$ cat src/rtl/rx_image_loader_pkg.sv
// Shared types and constants for the UART image loader: state encoding,
// DRAM address width and the default UART bit period.
package rx_image_loader_pkg;

  localparam int unsigned ADDR_W           = 20;
  localparam int unsigned DEF_CLKS_PER_BIT = 434;

  typedef enum logic [2:0] {
    ST_IDLE  = 3'd0,
    ST_START = 3'd1,
    ST_DATA  = 3'd2,
    ST_STOP  = 3'd3,
    ST_WRITE = 3'd4,
    ST_DONE  = 3'd5
  } state_t;

  // Bits needed to hold a bit-timer value in the range 0..clks.
  function automatic int unsigned cnt_width(input int unsigned clks);
    return $clog2(clks + 1);
  endfunction

endpackage

$ cat src/rtl/rx_image_loader_uart_rx_core.sv
// 8N1 UART receiver: input synchroniser, bit timer, LSB-first shift register
// and START/DATA/STOP sequencing. Emits a one-cycle byte_valid or frame_err.
module uart_rx_core
  import rx_image_loader_pkg::*;
#(
  parameter int unsigned CLKS_PER_BIT = DEF_CLKS_PER_BIT
) (
  input  logic       i_clk,
  input  logic       i_reset,
  input  logic       i_en,
  input  logic       i_rx,
  output logic [7:0] o_byte,
  output logic       o_byte_valid,
  output logic       o_frame_err,
  output logic       o_busy
);

  localparam int unsigned        CNT_W = cnt_width(CLKS_PER_BIT);
  localparam logic [CNT_W-1:0]   HALF  = CNT_W'(CLKS_PER_BIT / 2);
  localparam logic [CNT_W-1:0]   FULL  = CNT_W'(CLKS_PER_BIT);

  logic             r_sync1;
  logic             r_sync2;
  logic             r_sync3;
  state_t           r_state;
  state_t           w_next;
  logic [CNT_W-1:0] r_cnt;
  logic [2:0]       r_bit;
  logic [7:0]       r_shift;
  logic             r_valid;
  logic             r_ferr;
  logic             w_fall;
  logic             w_tick;

  always_ff @(posedge i_clk) begin
    if (i_reset) begin
      r_sync1 <= 1'b1;
      r_sync2 <= 1'b1;
      r_sync3 <= 1'b1;
    end else begin
      r_sync1 <= i_rx;
      r_sync2 <= r_sync1;
      r_sync3 <= r_sync2;
    end
  end

  always_ff @(posedge i_clk) begin
    if (i_reset) begin
      r_state <= ST_IDLE;
    end else begin
      r_state <= w_next;
    end
  end

  always_comb begin
    w_next = r_state;
    if (!i_en) begin
      w_next = ST_IDLE;
    end else begin
      case (r_state)
        ST_IDLE:  if (w_fall) w_next = ST_START;
        ST_START: if (w_tick) w_next = r_sync2 ? ST_IDLE : ST_DATA;
        ST_DATA:  if (w_tick && (r_bit == 3'd7)) w_next = ST_STOP;
        ST_STOP:  if (w_tick) w_next = ST_IDLE;
        default:  w_next = ST_IDLE;
      endcase
    end
  end

  always_comb begin
    w_fall = r_sync3 & ~r_sync2;
    w_tick = (r_cnt == CNT_W'(1));
    o_busy = (r_state != ST_IDLE);
  end

  // Timer is preloaded with half a bit while idle so the start bit is sampled mid-bit.
  always_ff @(posedge i_clk) begin
    if (i_reset) begin
      r_cnt   <= HALF;
      r_bit   <= '0;
      r_shift <= '0;
      r_valid <= 1'b0;
      r_ferr  <= 1'b0;
    end else begin
      r_valid <= 1'b0;
      r_ferr  <= 1'b0;
      if ((r_state == ST_IDLE) || !i_en) begin
        r_cnt <= HALF;
        r_bit <= '0;
      end else if (w_tick) begin
        r_cnt <= FULL;
        if (r_state == ST_DATA) begin
          r_shift <= {r_sync2, r_shift[7:1]};
          r_bit   <= r_bit + 3'd1;
        end
        if (r_state == ST_STOP) begin
          r_valid <= r_sync2;
          r_ferr  <= ~r_sync2;
        end
      end else begin
        r_cnt <= r_cnt - CNT_W'(1);
      end
    end
  end

  assign o_byte       = r_shift;
  assign o_byte_valid = r_valid;
  assign o_frame_err  = r_ferr;

endmodule

$ cat src/rtl/rx_image_loader.sv
// Receive stage: writes each UART byte to consecutive DRAM addresses and
// raises end_receive once a full image has been stored.
module rx_image_loader
  import rx_image_loader_pkg::*;
#(
  parameter int unsigned       CLKS_PER_BIT = DEF_CLKS_PER_BIT,
  parameter int unsigned       IMAGE_BYTES  = 65536,
  parameter logic [ADDR_W-1:0] BASE_ADDR    = '0
) (
  input  logic              clock,
  input  logic              reset,
  input  logic              en_com,
  input  logic              rx,
  output logic [ADDR_W-1:0] rx_dm,
  output logic [7:0]        data_out_rx,
  output logic              rx_wr,
  output logic              rd_rx,
  output logic              frame_err,
  output logic              rx_busy,
  output logic              end_receive
);

  localparam int unsigned      CNT_W    = ADDR_W + 1;
  localparam logic [CNT_W-1:0] LAST_CNT = CNT_W'(IMAGE_BYTES - 1);

  state_t            r_state;
  state_t            w_next;
  logic [ADDR_W-1:0] r_addr;
  logic [CNT_W-1:0]  r_count;
  logic [7:0]        r_data;
  logic              w_core_en;
  logic              w_byte_valid;
  logic              w_core_ferr;
  logic              w_core_busy;
  logic              w_last;
  logic [7:0]        w_byte;

  assign w_last    = (r_count == LAST_CNT);
  // Keep the receiver off while the final write retires so DONE ignores rx.
  assign w_core_en = en_com && (r_state != ST_DONE) && !((r_state == ST_WRITE) && w_last);

  uart_rx_core #(
    .CLKS_PER_BIT(CLKS_PER_BIT)
  ) u_core (
    .i_clk        (clock),
    .i_reset      (reset),
    .i_en         (w_core_en),
    .i_rx         (rx),
    .o_byte       (w_byte),
    .o_byte_valid (w_byte_valid),
    .o_frame_err  (w_core_ferr),
    .o_busy       (w_core_busy)
  );

  always_ff @(posedge clock) begin
    if (reset) begin
      r_state <= ST_IDLE;
    end else begin
      r_state <= w_next;
    end
  end

  always_comb begin
    w_next = r_state;
    if (!en_com) begin
      w_next = ST_IDLE;
    end else begin
      case (r_state)
        ST_IDLE:  if (w_byte_valid) w_next = ST_WRITE;
        ST_WRITE: w_next = w_last ? ST_DONE : ST_IDLE;
        ST_DONE:  w_next = ST_DONE;
        default:  w_next = ST_IDLE;
      endcase
    end
  end

  always_comb begin
    rx_wr       = (r_state == ST_WRITE);
    rd_rx       = (r_state == ST_WRITE);
    end_receive = (r_state == ST_DONE);
    rx_busy     = w_core_busy | w_byte_valid | (r_state == ST_WRITE);
    frame_err   = w_core_ferr;
    rx_dm       = r_addr;
    data_out_rx = r_data;
  end

  always_ff @(posedge clock) begin
    if (reset) begin
      r_addr  <= BASE_ADDR;
      r_count <= '0;
      r_data  <= '0;
    end else if (!en_com) begin
      r_addr  <= BASE_ADDR;
      r_count <= '0;
    end else begin
      if ((r_state == ST_IDLE) && w_byte_valid) begin
        r_data <= w_byte;
      end
      if (r_state == ST_WRITE) begin
        r_addr  <= r_addr + ADDR_W'(1);
        r_count <= r_count + CNT_W'(1);
      end
    end
  end

endmodule

$ cat config.mk
export PLATFORM = sky130hd
export DESIGN_NAME = rx_image_loader
export DESIGN_NICKNAME = d
export VERILOG_FILES = /design/src/rtl/rx_image_loader_pkg.sv /design/src/rtl/rx_image_loader_uart_rx_core.sv /design/src/rtl/rx_image_loader.sv
export SDC_FILE = /design/constraint.sdc
export NUM_CORES = 1
export LEC_CHECK = 0
export CORE_AREA = 8 8 91 93
export DETAILED_ROUTE_END_ITERATION = 12
export DIE_AREA = 0 0 99 101
export GPL_ROUTABILITY_DRIVEN = 0
export PLACE_DENSITY = 0.78
export SLEW_MARGIN = 20
export SYNTH_ARGS = -nofsm -noshare
export SYNTH_HDL_FRONTEND = slang
export SYNTH_SLANG_ARGS = --single-unit
export TNS_END_PERCENT = 10
$ cat constraint.sdc
create_clock -name clock -period 3.05 [get_ports clock]
set_input_delay 0.4575 -clock clock [delete_from_list [all_inputs] [get_ports clock]]
set_output_delay 0.4575 -clock clock [all_outputs]
set_load 0.1 [all_outputs]
==> impl_results.md, run 1 <==
- CTS sink cnt: 78
- Tot GR Track Use: between 10 and 15%
- Layout cells sized above 1: between 10 and 15%
- Setup WS pre-CTS: around 960 ps
- Sw Pwr: between 0.4 and 0.5 mW
- Mapped Area: approximately 3500 um2
- Drt first-iter violations: approximately 100
- Port bufs: 36
- Vias in the first global route: around 2700
- Actual slew at the worst max-slew pin: 581 ps
- CP max FO: 11
- Grt met3 use: under 10%
- Die W: ~99 um
- DRC Markers: 0
- Number of synthesized flops with an enable pin: 0
- Minimum clock period: 2180 ps
- Seq/Total Area, Yosys: a little under half
- GR peak layer: met2
- Slew Limit Headroom: around three fifths
- Grt ovf: 0
- Cells after Synth: 387
- Post-Layout Cell Count: just over 500
- Final Cell Area: 4030 um2
- # rows: 31
- # setup viols final: 0
- Antenna Nets Post-Route: 0
- Clk network pwr share: between 40% and 50%
- Fin. max-slew vios: 0
- Register bit total from synthesis: 78
- Synth Warn #: 0
- PnR worst setup slack: slightly below 900 ps
- Period Utilization, post-route: 71.3%
- Hold Crit Class: register to register
- Clk root buf: clkbuf_8
- Crit path DAT: 1720 ps
- Clock Skew: around 9.3 ps
- M2 GR Usage: 25.9%
- Sw frac: between 20 and 25%
- Most frequent cells in the layout: 78 x dfxtp_1, 38 x nor2_1, 37 x buf_4, 29 x nand2_1, 23 x a21oi_1
- CTS clk-pin slew, worst paths: roughly 80 ps
- Top FF cell, synth: dfxtp_1
- Synthesized area per cell: 8.94 um2
- Fraction of registers with async set/reset: 0%
- Post-CTS sizing: 0
- Area Overhead vs Synth: 16.3%
- Pleak: approximately 1.5 nW
- # diodes: 0
- Clk buf depth: 2
- Worst-Skew Late Latency: approximately 350 ps
- Final Hold Vio Count: 0
- P per Cell Area: around 460 nW/um2
- Inst Count DP: around 490
- CTS HTree Levels: 3
- Largest net degree at the start of global routing: 39
- Most common cell after layout, fill and taps aside: dfxtp_1
- Initial core utilization: about half
- Cell variety after synth: 49
- Setup Crit Path Kind: register to output pin
- Maximum Capacitance Violations: 0
- Vias: between 2000 and 3000
- Die height: between 100 and 150 um
- Highest Clock Rate: roughly 460 MHz
- Top-area cell type share of the netlist area: 45.1%
- Antenna violations before repair: 0
- Post-CTS Setup Bufs: 0
- Core area: between 6000 and 7000 um2
- Final wirelength: about 7100 um
- Fin util: between 50% and 60%
- CP max stage cell: dfxtp_1
- Endpoint class of the critical path: output pin
- Cts bufs inserted: 9
- Worst r2r path cells: 4
- CTS tree: built
- Int Pwr: about 1.4 mW
- Nets@finish: roughly 430
- Setup TNS: 0 ps
- DR vias/cell: roughly 5.6
- Wire per inst: between 10 and 15 um
- First-pass GRT wire length: 12000 um
- Setup repair after global routing missed its margin: false
- CP required: between 2000 and 3000 ps
- Crit-path cells: or2_2 > or3_1 > buf_12
- Top cells by area, synth: dfxtp_1 45%, mux2i_1 5.5%, nor2_1 4.1%, a21oi_1 3.3%, xnor2_1 3.3%
- I/O pins: 37
- DIE AREA: 10000 um2
- Area after DPL: roughly 3800 um2
- First drt pass iteration count: 4
- Status: finished, final reports clean
- Combinational group share of total power: under 10%
- Sequential share of power: between 50% and 60%
- Hold Path Depth: 1
- Mapped Nets: just under 400
- Hold Buf Count CTS: 0
- Cell accounting for the most synthesized area: dfxtp_1
- Critical Path Source Type: register
- DP HPWL: 4800 um
- Maximum VDD drop: 0.239 mV
- GRT met1 Usage: approximately 17%
- Slowest stage delay, CP: about 430 ps
## worst max-delay path, delay by kind of cell, from the launching register on
family	cells	cell delay, ps
flops	1	430
buf+inv	1	190
simple gates	2	750
## power by group through the flow
stage | combinational [mW] | sequential [mW] | clock (mW)
detailed placement | 0.0376 | 1.05 | 0
global route | 0.0415 | 1.02 | 0.865
finish | 0.0383 | 1.02 | 0.797
CTS | 0.0382 | 1.02 | 0.816
floorplan | 0.0250 | 1.04 | 0
global placement | 0.0377 | 1.05 | 0
## state kept, by name, indices dropped and copies added, names as in the netlist
signal               flops
r_state                  2
r_count                 21
u_core.r_bit             3
data_out_rx              8
u_core.r_cnt             9
u_core.r_sync2           1
u_core.o_byte            8
u_core.r_sync1           1
u_core.o_frame_err       1
rx_dm                   20
u_core.o_byte_valid      1
u_core.r_state           2
u_core.r_sync3           1
## Yosys cell counts (3+ instances only)
master / number
o41ai_1: 3
buf_2: 3
nand2_1: 29
or2_2: 5
nor4_1: 5
o311ai_0: 3
o31ai_1: 6
a21oi_1: 23
mux2i_1: 19
dfxtp_1: 78
nor2b_1: 3
nor3_1: 12
xnor2_1: 13
xor2_1: 8
or4_1: 9
or3_1: 11
nand3_1: 19
clkbuf_1: 11
ha_1: 6
nor2_1: 38
nand4_1: 9
o21ai_0: 12
and3_1: 5
nand2b_1: 16
inv_1: 12
## cells by family (layout without fill, tap and decap cells)
| family | Yosys count | in the layout | share of synthesized area, % |
|---|---|---|---|
| AO/OA/AOI/OAI | 62 | 62 | 11.9 |
| XOR/XNOR | 21 | 21 | 5.32 |
| adder cells (fa/ha/maj) | 6 | 6 | 2.17 |
| buffers and inverters | 29 | 69 | 3.36 |
| flip-flops | 78 | 78 | 45.1 |
| multiplexers | 19 | 19 | 5.50 |
| AND/OR/NAND/NOR | 172 | 172 | 26.6 |
## worst paths after layout
| path | start | endpoint | slack (ps) |
|---|---|---|---|
| worst max register to register | rx_dm[3]$_SDFFE_PP0P_ | rx_dm[15]$_SDFFE_PP0P_ | 880 |
| worst max-delay path | u_core.r_state[0]$_SDFFE_PP0P_ | rx_busy | 870 |
| worst min register to register | u_core.r_sync1$_SDFF_PP1_ | u_core.r_sync2$_SDFF_PP1_ | 410 |
| worst min-delay path | u_core.r_sync1$_SDFF_PP1_ | u_core.r_sync2$_SDFF_PP1_ | 410 |
## cell type report
cell class              instances  area (um2)
multi-input cells             280        1780
fillers                       593        2920
inverters                      12        45.0
clock inverters                 6        68.8
well taps                      82         103
clock buffers                  10         138
repair buffers                 41         328
flip-flops and latches         78        1560
## stage by stage
step	hold WS, ps	total power [mW]
after floorplan	389	1.07
after global placement	399	1.08
after detailed placement	396	1.08
after CTS	417	1.88
after global routing	433	1.93
final	414	1.86
## layer usage
metal  share of wire [%]  vias up  routed length [um]
met5                   0        -                   0
li1                    -     1458                   -
met2                  50       33                3540
met1                  46     1361                3290
met3                 2.7        7                 191
met4                 1.1        0                  80
Note: power is estimated with default switching activity, not from simulation.
==> run 2: changes to the inputs <==
- CORE_AREA: 8 8 91 93 -> 8 8 93 95
- DIE_AREA: 0 0 99 101 -> 0 0 101 103
- clock period: 3.05 -> 2 ns (I/O delays scaled with it)
==> impl_results.md, run 2 (synthesis gave the netlist of run 1 again) <==
- Crit path DAT: 1670 ps (-50 ps)
- Fin util: 60.0% (+2.0 points)
- CTS clk-pin slew, worst paths: 80 ps (about the same)
- CTS HTree Levels: 3 (unchanged)
- Most frequent cells in the layout: 56 x dfxtp_1, 47 x buf_4, 38 x nor2_1, 29 x nand2_1, 23 x a21oi_1
- Final Cell Area: 4280 um2 (+6.3%)
- Fin. max-slew vios: 0 (unchanged)
- Sequential share of power: 57.2% (+2.2 points)
- First-pass GRT wire length: 12500 um (+4.1%)
- Status: finished, final reports clean
- GR peak layer: met2
- Final wirelength: 7330 um (+3.3%)
- Largest net degree at the start of global routing: 39 (unchanged)
- Largest register FFs: 21 (unchanged)
- Grt ovf: 0 (unchanged)
- Clk buf depth: 2 (unchanged)
- Hold Crit Class: register to register
- # rows: 31 (unchanged)
- CTS sink cnt: 78 (unchanged)
- Maximum VDD drop: 0.415 mV (+74%)
- GRT met1 Usage: 17.7% (+1.1 points)
- Setup WS pre-CTS: 62.3 ps (-894 ps)
- Setup Crit Path Kind: register to output pin
- CP required: 1700 ps (-890 ps)
- Antenna Nets Post-Route: 0 (unchanged)
- Slew Limit Headroom: 65.5% (+4.3 points)
- CTS tree: built
- M2 GR Usage: 24.7% (-1.2 points)
- Setup repair after global routing missed its margin: true
- Die W: 101 um (+2.0%)
- Highest Clock Rate: slightly above 500 MHz
- Drt first-iter violations: 147 (+41%)
- DR vias/cell: 5.35 (-4.7%)
- Minimum clock period: just under 2000 ps
- Nets@finish: 447 (+3.5%)
- # diodes: 0 (unchanged)
- Combinational group share of total power: 2.3% (+0.2 points)
- Vias: 2896 (+1.3%)
- Pleak: 1.56 nW (+6.8%)
- Period Utilization, post-route: between 90 and 100%
- Area after DPL: 4070 um2 (+6.6%)
- Antenna violations before repair: 0 (unchanged)
- Port bufs: 36 (unchanged)
- Clock Skew: 8.46 ps (-0.832 ps)
- # setup viols final: 0 (unchanged)
- CP max FO: 11 (unchanged)
- Area Overhead vs Synth: 23.7%
- PnR Total Power: 2.70 mW (+45%)
- Tot GR Track Use: 14.8% (+0.20 points)
- Endpoint class of the critical path: output pin
- Vias in the first global route: 2722 (+0.63%)
- I/O pins: 37 (unchanged)
- Worst-Skew Late Latency: 350 ps (about the same)
- DRC Markers: 0 (unchanged)
- Maximum Capacitance Violations: 0 (unchanged)
- Slowest stage delay, CP: 410 ps (-20 ps)
- Crit-path cells: or2_2 > or3_4 > buf_12
- Biggest register: r_count
- First drt pass iteration count: 4 (unchanged)
- DP HPWL: 5240 um (+9.1%)
- Final Hold Vio Count: 0 (unchanged)
- Post-CTS Setup Bufs: 0 (unchanged)
- Initial core utilization: 48.5% (-1.4 points)
- Grt met3 use: 4.12% (+0.25 points)
- Sw frac: 22.5% (+0.096 points)
- Die height: 103 um (+2.0%)
- Layout cells sized above 1: 24.0% (+9.2 points)
- Clk network pwr share: 40.5% (-2.4 points)
- Cts bufs inserted: 9 (unchanged)
- DIE AREA: 10400 um2 (+4.0%)
- Most common cell after layout, fill and taps aside: dfxtp_1
- Core area: 7140 um2 (+2.8%)
- P per Cell Area: 631 nW/um2 (+37%)
- CP max stage cell: dfxtp_1
- Setup TNS: 0 ps (unchanged)
- Sw Pwr: 0.608 mW (+46%)
- Int Pwr: 2.09 mW (+45%)
- Critical Path Source Type: register
- Wire per inst: 13.6 um (-2.8%)
- Actual slew at the worst max-slew pin: 512 ps (-68.6 ps)
- Clk root buf: clkbuf_8
- PnR worst setup slack: 33.2 ps (-841 ps)
[run 2: per-stage QoR]
stage	hold slack, ps	cells
floorplan	389	387
global placement	395	525
detailed placement	394	525
CTS	414	541
global route	434	541
finish	414	541
[run 2: path summary, 6_finish.rpt]
kind | start | endpoint | slack [ps] | cells past startpoint
worst max-delay path | u_core.r_state[0]$_SDFFE_PP0P_ | rx_busy | 30 | 3
worst min-delay path | u_core.r_sync1$_SDFF_PP1_ | u_core.r_sync2$_SDFF_PP1_ | 410 | 1
worst max register to register | rx_dm[0]$_SDFFE_PP0P_ | rx_dm[18]$_SDFFE_PP0P_ | 120 | 5
worst min register to register | u_core.r_sync1$_SDFF_PP1_ | u_core.r_sync2$_SDFF_PP1_ | 410 | 1
[run 2: power by group through the flow]
stage | Combinational [mW] | Sequential (mW) | Clock [mW]
after floorplan | 0.0386 | 1.58 | 0
after global placement | 0.0612 | 1.58 | 0
after detailed placement | 0.0618 | 1.58 | 0
after CTS | 0.0620 | 1.54 | 1.13
after global routing | 0.0665 | 1.55 | 1.20
final | 0.0621 | 1.54 | 1.09
[run 2: area by class of cell]
type	instances	area, um2
clock buffers	11	153
clock inverters	5	31.3
fillers	644	2860
inverters	12	45.0
multi-input cells	280	1820
flip-flops and latches	78	1610
well taps	99	124
repair buffers	56	494
[run 2: critical path: cells and delay by family, from the launching register on]
family                 cells  cell delay (ps)
AND/OR/NAND/NOR            2              730
buffers and inverters      1              180
flip-flops                 1              410
[run 2: timing repair]
action,in CTS,in global routing
gates resized for setup,0,10
setup endpoints to repair,0,20
hold buffers,0,0
[run 2: per-layer routing]
layer | routed length (um) | vias to the layer above
met1 | 3450 | 1366
met5 | 0 | -
met3 | 162 | 8
met2 | 3610 | 31
met4 | 112 | 0
li1 | - | 1491
==> run 3: changes to the inputs <==
- ABC_AREA: unset -> 1
- CORE_AREA: 8 8 93 95 -> 8 8 95 97
- DIE_AREA: 0 0 101 103 -> 0 0 103 105
- PLACE_DENSITY: 0.78 -> 0.79
- TNS_END_PERCENT: 10 -> unset
==> impl_results.md, run 3 <==
- Status: finished, final reports clean
- Fillcell total: 704 (+9.3%)
- Cell accounting for the most synthesized area: dfxtp_1
- Period Utilization, post-route: 89.5% (-8.9 points)
- Fin. max-slew vios: 0 (unchanged)
- Die height: 105 um (+1.9%)
- Grt ovf: 0 (unchanged)
- Final Hold Vio Count: 0 (unchanged)
- CTS HTree Levels: 3 (unchanged)
- Top cells by area, synth: dfxtp_1 42%, nand2_1 9.1%, inv_1 8.0%, nor2_1 7.0%, a21oi_1 5.5%
- Crit path DAT: 1490 ps (-180 ps)
- Port bufs: 36 (unchanged)
- Vias in the first global route: 3116 (+14%)
- Register bit total from synthesis: 78 (unchanged)
- DIE AREA: 10800 um2 (+4.0%)
- CP required: 1700 ps (about the same)
- Setup Crit Path Kind: register to output pin
- Clk buf depth: 2 (unchanged)
- Clk root buf: clkbuf_8
- Mapped Nets: 530 (+34%)
- Core area: 7530 um2 (+5.5%)
- Area after DPL: 4190 um2 (+2.9%)
- Hold Buf Count CTS: 0 (unchanged)
- Highest Clock Rate: 559 MHz (+9.9%)
- Post-CTS sizing: 0 (unchanged)
- Synth Warn #: 0 (unchanged)
- Top-area cell type share of the netlist area: 41.6% (-3.6 points)
- I/O pins: 37 (unchanged)
- Setup repair after global routing missed its margin: false
- Critical Path Source Type: register
- Drt first-iter violations: 133 (-9.5%)
- Synth cell count leaders: 91 x nand2_1, 80 x inv_1, 78 x dfxtp_1
- Pleak: 1.84 nW (+18%)
- Most common cell after layout, fill and taps aside: nand2_1
- Actual slew at the worst max-slew pin: 456 ps (-56.2 ps)
- Final Cell Area: 4390 um2 (+2.6%)
- Seq/Total Area, Yosys: 41.6% (-3.6 points)
- Synthesized area per cell: 7.23 um2 (-19%)
- Tot GR Track Use: 14.5% (-0.29 points)
- Layout cells sized above 1: 17.0% (-7.0 points)
- Area Overhead vs Synth: 16.9%
- Antenna Nets Post-Route: 0 (unchanged)
- Endpoint class of the critical path: output pin
- Nets@finish: 571 (+28%)
- P per Cell Area: 653 nW/um2 (+3.5%)
- Maximum VDD drop: 0.349 mV (-16%)
- Most frequent cells in the layout: 91 x nand2_1, 80 x inv_1, 73 x dfxtp_1, 70 x nor2_1, 41 x a21oi_1
- DP HPWL: 5640 um (+7.6%)
- Minimum clock period: 1790 ps (-178 ps)
- Vias: 3338 (+15%)
- Largest net degree at the start of global routing: 35 (-10%)
- Setup TNS: 0 ps (unchanged)
- Wire per inst: 11.4 um (-16%)
- Biggest register: r_count
- Die W: 103 um (+2.0%)
- CTS sink cnt: 78 (unchanged)
- Clock Skew: 10.7 ps (+2.24 ps)
- Number of synthesized flops with an enable pin: 0 (unchanged)
- Most numerous cell in the Yosys netlist: nand2_1
- CP max FO: 6 (-5)
- Cell variety after synth: 36 (-27%)
- Maximum Capacitance Violations: 0 (unchanged)
- Fraction of registers with async set/reset: 0% (unchanged)
- DR vias/cell: 5.00 (-6.7%)
- # rows: 32 (+3.2%)
- Post-CTS Setup Bufs: 0 (unchanged)
- CTS tree: built
- Cells after Synth: 520 (+34%)
- CTS clk-pin slew, worst paths: 90 ps (about the same)
- Cts bufs inserted: 9 (unchanged)
- Largest register FFs: 21 (unchanged)
- Top FF cell, synth: dfxtp_1
- First-pass GRT wire length: 13100 um (+4.2%)
- Mapped Area: 3760 um2 (+8.6%)
- Antenna violations before repair: 0 (unchanged)
- Worst-Skew Late Latency: 350 ps (about the same)
- # diodes: 0 (unchanged)
- DRC Markers: 0 (unchanged)
- Initial core utilization: 49.9% (+1.4 points)
- Slew Limit Headroom: 69.6% (+4.0 points)
- # setup viols final: 0 (unchanged)
- Final wirelength: 7630 um (+4.1%)
- Hold Crit Class: register to register
- First drt pass iteration count: 4 (unchanged)
-- run 3: final timing paths --
path / cells past startpoint / end / from / slack, ps
worst min register to register: 1 / u_core.r_sync2$_SDFF_PP1_ / u_core.r_sync1$_SDFF_PP1_ / 430
worst max register to register: 10 / r_count[18]$_SDFFE_PP0P_ / r_count[0]$_SDFFE_PP0P_ / 360
worst min-delay path: 1 / u_core.r_sync2$_SDFF_PP1_ / u_core.r_sync1$_SDFF_PP1_ / 430
worst max-delay path: 4 / rd_rx / r_state[2]$_SDFFE_PP0P_ / 210
-- run 3: per-stage QoR --
step                      worst slack (ps)  power, mW  cells  utilization [%]  hold WS [ps]
after floorplan                       33.3       1.67    520                -           389
final                                  211       2.87    668             58.3           427
after global placement                 316       1.69    652             55.7           403
after global routing                   123       2.97    668             58.3           460
after CTS                              183       2.90    668             58.3           433
after detailed placement               268       1.69    652             55.7           412
-- run 3: layout make-up --
cell class	count	area, um2	share of cell area, %
timing repair buffer	39	363	8.26
inverter	86	323	7.35
tap	102	128	2.91
multi-input combinational	347	1810	41.2
clock buffer	9	124	2.82
clock inverter	7	78.8	1.79
sequential	78	1570	35.7
-- run 3: kinds of logic after synthesis --
logic type / after synthesis / share of synthesized area [%]
buffers and inverters: 95 / 10.3
AOI/OAI and AO/OA: 78 / 10.6
and+or+nand+nor: 256 / 33.9
DFF: 78 / 41.6
xor gates and xnor gates: 7 / 1.63
adders and majority gates: 6 / 2.00
-- run 3: critical path: stages, from the launching register on --
cell	delay (ps)
dfxtp_1	450
inv_2	70
nor2_4	220
buf_4	210
buf_12	180
-- run 3: layer usage --
metal  GRT usage, %  wire length (um)  vias to the layer above  share of wire (%)
met5              0                 0                        -                  0
met4           6.83               141                        0                1.8
met3           2.99               245                       14                3.2
met2           24.0              3710                       62                 49
met1           17.4              3540                     1513                 46
li1               -                 -                     1749                  -
-- run 3: where the power goes --
| group | internal [mW] | switching, mW |
|---|---|---|
| Combinational | 0.0333 | 0.0658 |
| Clock | 0.592 | 0.618 |
| Sequential | 1.56 | 0.00331 |
| Total | 2.18 | 0.687 |
